`config.mk`:
```
export PLATFORM = sky130hd
export DESIGN_NAME = alu_result_packer_flat
export DESIGN_NICKNAME = d
export VERILOG_FILES = /design/src/rtl/alu_result_packer_if.sv /design/src/rtl/alu_result_packer.sv /design/src/flat_wrapper.sv
export SDC_FILE = /design/constraint.sdc
export NUM_CORES = 1
export LEC_CHECK = 0
export BUFFER_PORTS_ARGS = -buffer_cell sky130_fd_sc_hd__buf_4
export CAP_MARGIN = 20
export CORE_MARGIN = 2
export CORE_UTILIZATION = 47
export CTS_CLUSTER_DIAMETER = 150
export DETAILED_ROUTE_END_ITERATION = 8
export GPL_TIMING_DRIVEN = 0
export PLACE_DENSITY = 0.73
export SYNTH_ARGS = -nofsm -noshare
export SYNTH_HDL_FRONTEND = slang
export SYNTH_SLANG_ARGS = --single-unit
```
`constraint.sdc`:
```
create_clock -name clk -period 9.35 [get_ports clk]
set_input_delay 1.4025 -clock clk [delete_from_list [all_inputs] [get_ports clk]]
set_output_delay 1.4025 -clock clk [all_outputs]
set_load 0.03 [all_outputs]
```
`src/rtl/alu_result_packer_if.sv`:
```
// -----------------------------------------------------------------------------
// alu_result_packer_if
//   Packed-word write bus of alu_result_packer, one lane per result channel.
//   master : the packer, presents the FIFO head word and its valid.
//   slave  : the consumer, returns ready.
//   Signals (per channel):
//     wdata_o  packed word at FIFO head
//     wbe_o    byte enables of the head word
//     waddr_o  word index of the head word within its stream
//     wvld_o   head word valid
//     wrdy_i   consumer ready; head pops when wvld_o && wrdy_i
// -----------------------------------------------------------------------------
interface alu_result_packer_if #(
    parameter int OP_WIDTH        = 32,
    parameter int PARALLEL_IF_NUM = 4
);
    logic [PARALLEL_IF_NUM-1:0][OP_WIDTH-1:0] wdata_o;
    logic [PARALLEL_IF_NUM-1:0][3:0]          wbe_o;
    logic [PARALLEL_IF_NUM-1:0][15:0]         waddr_o;
    logic [PARALLEL_IF_NUM-1:0]               wvld_o;
    logic [PARALLEL_IF_NUM-1:0]               wrdy_i;

    modport master (output wdata_o, wbe_o, waddr_o, wvld_o, input wrdy_i);
    modport slave  (input wdata_o, wbe_o, waddr_o, wvld_o, output wrdy_i);
endinterface

```
`src/rtl/alu_result_packer.sv`:
```
// -----------------------------------------------------------------------------
// alu_result_packer
//   Packs a stream of ALU result elements (8/16/32-bit, or single mask bits)
//   into words, one independent packer + FIFO per channel.
//   Optional feature: define ALU_RESULT_PACKER_MASK_EN to enable mask-bit
//   packing; without it mask_op_i is ignored and elements pack by SEW only.
//   Ports:
//     clk, rstn        clock, asynchronous active-low reset
//     start_i          per channel: begin new stream (clears packer, counter,
//                      FIFO and overflow; a same-cycle element is slot 0)
//     alu_vld_i        per channel: element valid (always accepted)
//     alu_result_i     element value, LSB aligned
//     output_sew_i     element width 00=8b 01=16b 10/11=32b
//     mask_op_i        element is a mask bit (bit 0 of alu_result_i)
//     last_i           element ends its stream (flushes a partial word)
//     wr_if            packed-word write bus (master side)
//     overflow_o       sticky: a word was dropped on a full FIFO
// -----------------------------------------------------------------------------
module alu_result_packer #(
    parameter int OP_WIDTH        = 32,
    parameter int PARALLEL_IF_NUM = 4,
    parameter int FIFO_DEPTH      = 4
) (
    input  logic                                     clk,
    input  logic                                     rstn,
    input  logic [PARALLEL_IF_NUM-1:0]               start_i,
    input  logic [PARALLEL_IF_NUM-1:0]               alu_vld_i,
    input  logic [PARALLEL_IF_NUM-1:0][OP_WIDTH-1:0] alu_result_i,
    input  logic [PARALLEL_IF_NUM-1:0][1:0]          output_sew_i,
    input  logic [PARALLEL_IF_NUM-1:0]               mask_op_i,
    input  logic [PARALLEL_IF_NUM-1:0]               last_i,
    alu_result_packer_if.master                      wr_if,
    output logic [PARALLEL_IF_NUM-1:0]               overflow_o
);
    localparam int PTR_W = $clog2(FIFO_DEPTH);
    localparam int CNT_W = PTR_W + 1;

    typedef logic [OP_WIDTH-1:0] word_t;

    logic [PARALLEL_IF_NUM-1:0][OP_WIDTH-1:0] wdata;
    logic [PARALLEL_IF_NUM-1:0][3:0]          wbe;
    logic [PARALLEL_IF_NUM-1:0][15:0]         waddr;
    logic [PARALLEL_IF_NUM-1:0]               wvld;

`ifndef ALU_RESULT_PACKER_MASK_EN
    logic unused_mask;
    assign unused_mask = ^mask_op_i;
`endif

    for (genvar ch = 0; ch < PARALLEL_IF_NUM; ch++) begin : g_ch
        // Packing state
        logic [4:0]       slot_q, slot_d;
        word_t            word_q, word_d;
        logic [3:0]       be_q, be_d;
        logic [1:0]       sew_q, sew_d;
        logic [15:0]      cnt_q, cnt_d;
        // FIFO state
        logic [PTR_W-1:0] wptr_q, wptr_d, rptr_q, rptr_d;
        logic [CNT_W-1:0] fcnt_q, fcnt_d;
        logic             ovf_q, ovf_d;
        word_t            fifo_data_q [FIFO_DEPTH];
        logic [3:0]       fifo_be_q   [FIFO_DEPTH];
        logic [15:0]      fifo_addr_q [FIFO_DEPTH];
`ifdef ALU_RESULT_PACKER_MASK_EN
        logic             mask_q, mask_d, eff_mask;
`endif
        // start_i-adjusted view of the current state
        logic [4:0]       b_slot;
        word_t            b_word;
        logic [3:0]       b_be;
        logic [15:0]      b_cnt;
        logic [PTR_W-1:0] b_wptr, b_rptr;
        logic [CNT_W-1:0] b_fcnt;
        logic [1:0]       eff_sew;
        word_t            place_data, push_data;
        logic [3:0]       place_be, push_be;
        logic             slot_last, push, pop, full, wr_en;

        // NOTE: every signal assigned here gets a default first, so no path leaves one unassigned and no latch is inferred.
        always_comb begin
            b_slot = start_i[ch] ? '0 : slot_q;
            b_word = start_i[ch] ? '0 : word_q;
            b_be   = start_i[ch] ? '0 : be_q;
            b_cnt  = start_i[ch] ? '0 : cnt_q;
            b_wptr = start_i[ch] ? '0 : wptr_q;
            b_rptr = start_i[ch] ? '0 : rptr_q;
            b_fcnt = start_i[ch] ? '0 : fcnt_q;

            // Mode is taken from the element in slot 0 and held for the word.
            eff_sew = (b_slot == 5'd0) ? output_sew_i[ch] : sew_q;
            if (eff_sew == 2'b11) eff_sew = 2'b10;
`ifdef ALU_RESULT_PACKER_MASK_EN
            eff_mask = (b_slot == 5'd0) ? mask_op_i[ch] : mask_q;
`endif

            place_data = '0;
            place_be   = '0;
            slot_last  = 1'b0;
`ifdef ALU_RESULT_PACKER_MASK_EN
            if (eff_mask) begin
                place_data = word_t'(alu_result_i[ch][0]) << b_slot;
                // A byte is enabled once any of its bits has been written.
                for (int b = 0; b < 4; b++) place_be[b] = (b_slot[4:3] >= 2'(b));
                slot_last  = (b_slot == 5'd31);
            end else
`endif
            begin
                case (eff_sew)
                    2'b00: begin
                        place_data = word_t'(alu_result_i[ch][7:0]) << {b_slot[1:0], 3'b000};
                        place_be   = 4'b0001 << b_slot[1:0];
                        slot_last  = (b_slot[1:0] == 2'd3);
                    end
                    2'b01: begin
                        place_data = word_t'(alu_result_i[ch][15:0]) << {b_slot[0], 4'b0000};
                        place_be   = b_slot[0] ? 4'b1100 : 4'b0011;
                        slot_last  = b_slot[0];
                    end
                    default: begin
                        place_data = alu_result_i[ch];
                        place_be   = 4'b1111;
                        slot_last  = 1'b1;
                    end
                endcase
            end

            push_data = b_word | place_data;
            push_be   = b_be | place_be;
            push      = alu_vld_i[ch] & (slot_last | last_i[ch]);

            slot_d = b_slot;
            word_d = b_word;
            be_d   = b_be;
            cnt_d  = b_cnt;
            sew_d  = sew_q;
`ifdef ALU_RESULT_PACKER_MASK_EN
            mask_d = mask_q;
`endif
            if (alu_vld_i[ch]) begin
                if (b_slot == 5'd0) begin
                    sew_d = eff_sew;
`ifdef ALU_RESULT_PACKER_MASK_EN
                    mask_d = eff_mask;
`endif
                end
                if (push) begin
                    slot_d = '0;
                    word_d = '0;
                    be_d   = '0;
                    cnt_d  = b_cnt + 16'd1;
                end else begin
                    slot_d = b_slot + 5'd1;
                    word_d = push_data;
                    be_d   = push_be;
                end
            end

            // A pop frees the head slot in the same edge, so a full FIFO still accepts.
            pop    = ~start_i[ch] & (fcnt_q != '0) & wr_if.wrdy_i[ch];
            full   = (b_fcnt == CNT_W'(FIFO_DEPTH));
            wr_en  = push & (~full | pop);
            ovf_d  = (start_i[ch] ? 1'b0 : ovf_q) | (push & full & ~pop);
            fcnt_d = b_fcnt + CNT_W'(wr_en) - CNT_W'(pop);
            wptr_d = b_wptr + PTR_W'(wr_en);
            rptr_d = b_rptr + PTR_W'(pop);
        end

        // NOTE: state flops use non-blocking assignments so every flop samples pre-edge values.
        always_ff @(posedge clk or negedge rstn) begin
            if (!rstn) begin
                slot_q <= '0;
                word_q <= '0;
                be_q   <= '0;
                sew_q  <= '0;
                cnt_q  <= '0;
                wptr_q <= '0;
                rptr_q <= '0;
                fcnt_q <= '0;
                ovf_q  <= 1'b0;
`ifdef ALU_RESULT_PACKER_MASK_EN
                mask_q <= 1'b0;
`endif
            end else begin
                slot_q <= slot_d;
                word_q <= word_d;
                be_q   <= be_d;
                sew_q  <= sew_d;
                cnt_q  <= cnt_d;
                wptr_q <= wptr_d;
                rptr_q <= rptr_d;
                fcnt_q <= fcnt_d;
                ovf_q  <= ovf_d;
`ifdef ALU_RESULT_PACKER_MASK_EN
                mask_q <= mask_d;
`endif
            end
        end

        // NOTE: FIFO storage has no reset; head outputs are gated by the occupancy count, so stale entries never show.
        always_ff @(posedge clk) begin
            if (wr_en) begin
                fifo_data_q[b_wptr] <= push_data;
                fifo_be_q[b_wptr]   <= push_be;
                fifo_addr_q[b_wptr] <= b_cnt;
            end
        end

        assign wvld[ch]       = (fcnt_q != '0);
        assign wdata[ch]      = wvld[ch] ? fifo_data_q[rptr_q] : '0;
        assign wbe[ch]        = wvld[ch] ? fifo_be_q[rptr_q]   : '0;
        assign waddr[ch]      = wvld[ch] ? fifo_addr_q[rptr_q] : '0;
        assign overflow_o[ch] = ovf_q;
    end

    assign wr_if.wdata_o = wdata;
    assign wr_if.wbe_o   = wbe;
    assign wr_if.waddr_o = waddr;
    assign wr_if.wvld_o  = wvld;
endmodule

```
`src/flat_wrapper.sv`:
```
// flat-port wrapper written by rule: the top's interface ports become plain ports
module alu_result_packer_flat 
#(
    parameter int OP_WIDTH        = 32,
    parameter int PARALLEL_IF_NUM = 4,
    parameter int FIFO_DEPTH      = 4
)
  (clk, rstn, start_i, alu_vld_i, alu_result_i, output_sew_i, mask_op_i, last_i, overflow_o, wr_if_wdata_o, wr_if_wbe_o, wr_if_waddr_o, wr_if_wvld_o, wr_if_wrdy_i);
  alu_result_packer_if #(.OP_WIDTH(OP_WIDTH), .PARALLEL_IF_NUM(PARALLEL_IF_NUM)) wr_if_i ();
  input  logic clk;
  input  logic rstn;
  input  logic [PARALLEL_IF_NUM-1:0] start_i;
  input  logic [PARALLEL_IF_NUM-1:0] alu_vld_i;
  input  logic [PARALLEL_IF_NUM-1:0][OP_WIDTH-1:0] alu_result_i;
  input  logic [PARALLEL_IF_NUM-1:0][1:0] output_sew_i;
  input  logic [PARALLEL_IF_NUM-1:0] mask_op_i;
  input  logic [PARALLEL_IF_NUM-1:0] last_i;
  output logic [PARALLEL_IF_NUM-1:0] overflow_o;
  output wire logic [$bits(wr_if_i.wdata_o)-1:0] wr_if_wdata_o;
  output wire logic [$bits(wr_if_i.wbe_o)-1:0] wr_if_wbe_o;
  output wire logic [$bits(wr_if_i.waddr_o)-1:0] wr_if_waddr_o;
  output wire logic [$bits(wr_if_i.wvld_o)-1:0] wr_if_wvld_o;
  input wire logic [$bits(wr_if_i.wrdy_i)-1:0] wr_if_wrdy_i;
  assign wr_if_wdata_o = wr_if_i.wdata_o;
  assign wr_if_wbe_o = wr_if_i.wbe_o;
  assign wr_if_waddr_o = wr_if_i.waddr_o;
  assign wr_if_wvld_o = wr_if_i.wvld_o;
  assign wr_if_i.wrdy_i = wr_if_wrdy_i;
  alu_result_packer #(.OP_WIDTH(OP_WIDTH), .PARALLEL_IF_NUM(PARALLEL_IF_NUM), .FIFO_DEPTH(FIFO_DEPTH)) u_core (.clk(clk), .rstn(rstn), .start_i(start_i), .alu_vld_i(alu_vld_i), .alu_result_i(alu_result_i), .output_sew_i(output_sew_i), .mask_op_i(mask_op_i), .last_i(last_i), .wr_if(wr_if_i), .overflow_o(overflow_o));
endmodule
```
== Yosys cells after proc, flatten, opt, wreduce, memory -nomap -nowiden ==
Memory sizes are Yosys's and may differ from the RTL's.
Cells that the tools add are included.
Word-level totals
  register bits after elaboration: 268
  memory bits (writable): 832
  logic and storage cells: 280
  memories kept: 12
Memory list
  u_core.g_ch[0].fifo_data_q: depth 4, bits a word 32, read ports 1, clocked after Yosys merged registers in 0, wr ports 1, RTL line alu_result_packer.sv:61  | word_t fifo_data_q [FIFO_DEPTH];
  u_core.g_ch[1].fifo_data_q: depth 4, bits a word 32, read ports 1, clocked after Yosys merged registers in 0, wr ports 1, RTL line alu_result_packer.sv:61
  u_core.g_ch[2].fifo_data_q: depth 4, bits a word 32, read ports 1, clocked after Yosys merged registers in 0, wr ports 1, RTL line alu_result_packer.sv:61
  u_core.g_ch[3].fifo_data_q: depth 4, bits a word 32, read ports 1, clocked after Yosys merged registers in 0, wr ports 1, RTL line alu_result_packer.sv:61
  u_core.g_ch[0].fifo_addr_q: depth 4, bits a word 16, read ports 1, clocked after Yosys merged registers in 0, wr ports 1, RTL line alu_result_packer.sv:63  | logic [15:0] fifo_addr_q [FIFO_DEPTH];
  u_core.g_ch[1].fifo_addr_q: depth 4, bits a word 16, read ports 1, clocked after Yosys merged registers in 0, wr ports 1, RTL line alu_result_packer.sv:63
  +6 memories
Cells by class
  $add $sub $neg: 24
  equality and inequality tests: 16
  shifts and indexed selects: 12
  mux-type cells: 108
  bitwise operators: 56
  reduce and logical (&&, ||, !) cells: 16
Operators by type and width (number)
  $mux 32: 16
  $mux 16: 16
  $pmux 32 s2: 4
  $or 32x32->32: 4
  $shl 16x5->32: 4
  $shl 8x5->32: 4
  $mux 4: 20
  $add 16x1->16 const B: 4
  $mux 5: 12
  $mux 2: 16
  $pmux 4 s2: 4
  $and 1x1->1: 24
  $add 5x1->5 const B: 4
  $logic_not 5->1: 4
  $add 2x1->2: 8
  $eq 2x2->1 const B: 8
  $or 4x4->4: 4
  $shl 1x2->4 const A: 4
  $add 3x1->3: 4
  $eq 3x3->1 const B: 4
  $mux 1: 12
  $mux 3: 4
  $not 1->1: 12
  $or 1x1->1: 12
  other kinds (6): 24

== Longest topological paths before layout ==
  depth in word-level cells: 12
  depth in mapped cells: 17
  mapped depth without buffers: 14

== Worst setup path after synthesis ==
Ideal clock, no wire load.
  path type: input -> register
  start: input start_i[2]
  end: memory u_core.g_ch[2].fifo_addr_q[1][0] (enable)
  arrival: 8.225 ns
  path slack: 0.535 ns
  stages: 11
  cells stage by stage: buf_2 > nor2b_1 > buf_2 > inv_1 > ha_1 > o21ai_4 > mux2_2 > a21oi_1 > buf_2 > nand2_1 > nor4_1
On the way
  cells in the longest elaborated chain, start to end: 12
  elaborated cells on any way between the ends: 22
  classes of those cells: 4 x eq/ne; 8 x mux; 8 x bitwise; 2 x reduce/logical
RTL lines
  start, declared: RTL line flat_wrapper.sv:12  | input logic [PARALLEL_IF_NUM-1:0] start_i;
  $mux 5: RTL line alu_result_packer.sv:81  | b_slot = start_i[ch] ? '0 : slot_q;
  $logic_not 5->1: RTL line alu_result_packer.sv:90  | eff_sew = (b_slot == 5'd0) ? output_sew_i[ch] : sew_q;
  $mux 2: RTL line alu_result_packer.sv:90
  $eq 2x2->1: RTL line alu_result_packer.sv:91  | if (eff_sew == 2'b11) eff_sew = 2'b10;
  $mux 2: RTL line alu_result_packer.sv:91
  $eq 2x1->1 / $logic_not 2->1 (equally long branches): RTL line alu_result_packer.sv:108  | case (eff_sew)
  $pmux 1 s2: RTL line alu_result_packer.sv:108
  $or 1x1->1: RTL line alu_result_packer.sv:129  | push = alu_vld_i[ch] & (slot_last | last_i[ch]);
  $and 1x1->1: RTL line alu_result_packer.sv:129
  $and 1x1->1: RTL line alu_result_packer.sv:161  | wr_en = push & (~full | pop);
  $mux 1: RTL line alu_result_packer.sv:201  | if (wr_en) begin
  $mux 1 (not written as such): RTL line alu_result_packer.sv:204  | fifo_addr_q[b_wptr] <= b_cnt;
  end, declared: RTL line alu_result_packer.sv:63
Several ways; a longest one is shown, not always the timed one.

== Final worst setup path ==
  start: input start_i[0]
  end: memory u_core.g_ch[0].fifo_data_q[0][4] (netlist name) (enable)
On the way
  cells in the longest elaborated chain, start to end: 12
  elaborated cells on any way between the ends: 22
  classes of those cells: 4 x eq/ne; 8 x mux; 8 x bitwise; 2 x reduce/logical
RTL lines
  $mux 5: RTL line alu_result_packer.sv:81
  $logic_not 5->1: RTL line alu_result_packer.sv:90
  $mux 2: RTL line alu_result_packer.sv:90
  $eq 2x2->1: RTL line alu_result_packer.sv:91
  $mux 2: RTL line alu_result_packer.sv:91
  $eq 2x1->1 / $logic_not 2->1 (equally long branches): RTL line alu_result_packer.sv:108
  $pmux 1 s2: RTL line alu_result_packer.sv:108
  $or 1x1->1: RTL line alu_result_packer.sv:129
  $and 1x1->1: RTL line alu_result_packer.sv:129
  $and 1x1->1: RTL line alu_result_packer.sv:161
  $mux 1: RTL line alu_result_packer.sv:201
  $mux 1 (not written as such): RTL line alu_result_packer.sv:202  | fifo_data_q[b_wptr] <= push_data;
  end, declared: RTL line alu_result_packer.sv:61
Several ways; a longest one is shown, not always the timed one.

==> flow_metrics.tcl <==
set metrics [dict create \
    status "complete, no violations" \
    fin_area_um2 56320 \
    wl_per_cell_um 23.02 \
    finalSetupViolCount 0 \
    drv_slew 0 \
    grt_use_total 0.2237 \
    fin_util 0.5632 \
    met3WireLength_mm 8.428 \
    hold_path_class "reg -> reg" \
    cts-buffers-inserted 110 \
    total_power_mw 14.31 \
    portBuffers 361 \
    postCtsSetupBuffers 0 \
    crit_path_start_kind "input port" \
    root_buffer "clkbuf_16" \
    reg2reg_to "u_core.g_ch[3].fifo_data_q[2][6]$_DFFE_PP_" \
    end_kind "flip-flop" \
    maxCapViolations 0 \
    seq_power_share 0.398 \
    yosysUniqueCellTypes 82 \
    syn-cell-area_um2 47310 \
    crit_arrival_ns 5.55 \
    ys_seq_area_frac 0.6699 \
    path_delay_family "simple AND/OR/NAND/NOR gates" \
    grt_pass1_wl_mm 176.7 \
    critical_path_buf_inv_count 7 \
    grt_pass1_vias 29088 \
    slowest_stage "nor3b_2" \
    die_area_um2 103200 \
    max-clock-path-buffers 3 \
    num_vias 28987 \
    wl_mm 116.3 \
    rr_worst_depth 16 \
    fmax_mhz 193.7 \
    min_from "u_core.g_ch[2].ovf_q$_DFF_PN0_" \
    finalClockSkew_ns 0.01723 \
    r2r-start "u_core.g_ch[3].slot_q[0]$_DFF_PN0_" \
    antenna_found_initial 3 \
    grt_start_max_net_pins 105 \
    p_sw_frac 0.3159 \
    worstSkewPairLatency_ns 0.69 \
    r2r_setup_slack_ns 4.72 \
    synth_nets 3307 \
    path_max_fanout 11 \
    synth.avg_cell_area_um2 15.22 \
    multiInputGateArea_um2 14720 \
    ir_drop_v 0.0002274 \
    hpwl_mm 82.27 \
    clockPowerShare 0.310 \
    grt.overflow.total 0 \
    core_um2 100000 \
    period_share 0.5522 \
    synth_edf_count 832 \
    die_x_um 321.3 \
    worstPathRequired_ns 9.74 \
    internal_power_mw 9.788 \
    rsz0062_at_grt "no" \
    cts-resized-gates 0 \
    clk_pin_slew_worst_paths_ns 0.06 \
    min_period_ns 5.164 \
    cts_tree "yes" \
    drc 0 \
    postCtsHoldBufs 0 \
    setup_tns_ns 0 \
    whs_path_depth 1 \
    seq_area_um2 31690 \
    drt_pass1_iterations 6 \
    met1Wirelength_mm 48.83 \
    worstMarginPinSlew_ns 1.126 \
    wl_met2_mm 55.16 \
    cts_sinks 1100 \
    drtIter0Drc 2931 \
    ant_nets 0 \
    comb_power_share 0.292 \
    max-slew-margin-rel 0.2436 \
    drive_gt1_frac 0.2535 \
    path_depth 15 \
    place_area_um2 52630 \
    ys_async_sr_fraction 0.2436 \
    cp_slowest_stage_delay_ns 0.72 \
    htree_num_levels 3 \
    ys_ff_latch 1100 \
    place.gp.congestion 0.9199 \
    via_per_inst 5.737 \
    start_util 0.4731 \
    whs_endpoint "u_core.g_ch[2].ovf_q$_DFF_PN0_" \
    fill_cells 7796 \
    num-nets-final 3855 \
    hold_ws_ns 0.5062 \
    syn_inst 3109 \
    p_per_area_nw_per_um2 254.1 \
    die_h_um 321.3 \
    hold_viol 0 \
    p_leak_nw 20.91 \
    fp-row-count 116 \
    ios 374 \
    synth_warnings 0 \
    synth_flop_cell "edfxtp_1" \
    cpMostUsedCell "buf_6" \
    path_class "in -> reg" \
    worstPathCellList "buf_4, buf_1, inv_2, nand2_1, ha_1, nor4b_2, o32ai_1, o2111ai_1, and2_1, clkbuf_1, nand2_1, nor3b_2, buf_6, buf_6, buf_6" \
    highest_layer "met4" \
    syn_to_final_growth_pct 19.05 \
    p_sw_mw 4.521 \
]
logic make-up after synthesis:
kind of cell / synth area share
AOI/OAI and AO/OA: 0.05697
buffers and inverters: 0.02095
muxes: 0.1088
and+or+nand+nor: 0.1169
xor gates and xnor gates: 0.01537
adders and majority gates: 0.01121
DFF: 0.6699
Yosys cell counts, drive strengths merged (19+ instances only):
cell    count  area (um^2)
clkbuf     99        371.6
nand4      28        175.2
o21ai      41        242.7
mux2       21        247.7
a21oi      66        360.4
a21o       24        180.2
mux4      208         4684
xnor2      51        446.7
nor2b     337         2108
edfxtp    832        24980
inv        53        198.9
a221o      50        500.5
nor3       50        281.5
a31oi      20        125.1
and2       28        175.2
or3        19        118.9
xor2       32        280.3
dfrtp     268         6706
nor2       99        371.6
nand2b     19        118.9
o21a       20        150.1
buf        77        416.6
a21boi     55        420.4
nand3      72        370.4
nand2     323         1236
ha         36        450.4
registers in the layout (all words and copies together) (netlist names):
name and flops:
u_core.g_ch.fifo_data_q 512, u_core.g_ch.fifo_addr_q 256, u_core.g_ch.word_q 128, u_core.g_ch.cnt_q 64
u_core.g_ch.fifo_be_q 64, u_core.g_ch.slot_q 20, u_core.g_ch.be_q 16, u_core.g_ch.fcnt_q 12
u_core.g_ch.rptr_q 8, u_core.g_ch.sew_q 8, u_core.g_ch.wptr_q 8, u_core.g_ch.ovf_q 4
worst max path at each step:
stage | from | endpoint
after detailed placement | start_i[0] | u_core.g_ch[0].fifo_data_q[2][2]$_DFFE_PP_
after global routing | start_i[0] | u_core.g_ch[0].fifo_data_q[2][2]$_DFFE_PP_
final | start_i[0] | u_core.g_ch[0].fifo_data_q[0][4]$_DFFE_PP_
after floorplan | start_i[2] | u_core.g_ch[2].fifo_addr_q[1][0]$_DFFE_PP_
after global placement | start_i[2] | u_core.g_ch[2].fifo_data_q[1][19]$_DFFE_PP_
after CTS | start_i[0] | u_core.g_ch[0].fifo_data_q[2][2]$_DFFE_PP_
per-stage QoR:
stage	setup slack, ns	std cells
2_1_floorplan	0.5345	3109
3_3_place_gp	-3.728	4768
3_5_place_dp	3.503	4842
4_1_cts	4.229	5049
5_1_grt	3.774	5053
6_report	4.186	5053
area by class of cell:
type	count	area share
Antenna cell	3	0.0001333
Multi-Input combinational cell	1779	0.2613
Clock buffer	159	0.05629
Clock inverter	48	0.008931
Timing Repair Buffer	436	0.06425
Inverter	54	0.003599
Buffer	176	0.01400
Sequential cell	1100	0.5627
Tap cell	1298	0.02884
cell usage in the layout, fill, tap and decap left out, types with 18 or more instances in the layout:
cell type  Yosys  routed
inv_1         49      49
buf_4          9     380
ha_1          36      36
buf_1         18      18
edfxtp_1     832     832
clkbuf_16      0     113
nand4_1       28      28
buf_6          5      55
a21oi_1       60      60
xnor2_1       51      51
nor2_1        99      97
o21ai_0       33      33
o21a_1        20      20
nand3_1       70      70
nor3_1        45      38
mux4_2       208     208
a22oi_1       18      18
nor2b_1      337     337
a21o_1        24      24
nand2_1      321     321
or3_1         19      19
dfrtp_1      268     268
clkbuf_1      99     128
xor2_1        32      32
buf_2         45      45
clkinv_2       0      22
nand2b_1      19      19
a21boi_1      36      36
a31oi_1       20      20
a221o_1       50      50
routing by layer:
metal,vias up,GRT usage
li1,12836,-
met4,0,0.08141
met2,1194,0.3535
met5,-,0
met1,14737,0.3149
met3,220,0.03740
power by group through the flow:
stage | Sequential [mW] | Clock [mW] | Combinational [mW]
6_report | 5.70 | 4.43 | 4.18
2_1_floorplan | 5.78 | 0 | 2.62
5_1_grt | 5.72 | 4.72 | 4.44
3_5_place_dp | 5.80 | 0 | 4.23
4_1_cts | 5.70 | 4.52 | 4.24
3_3_place_gp | 5.82 | 0 | 4.12
(Power assumes the default switching activity.)
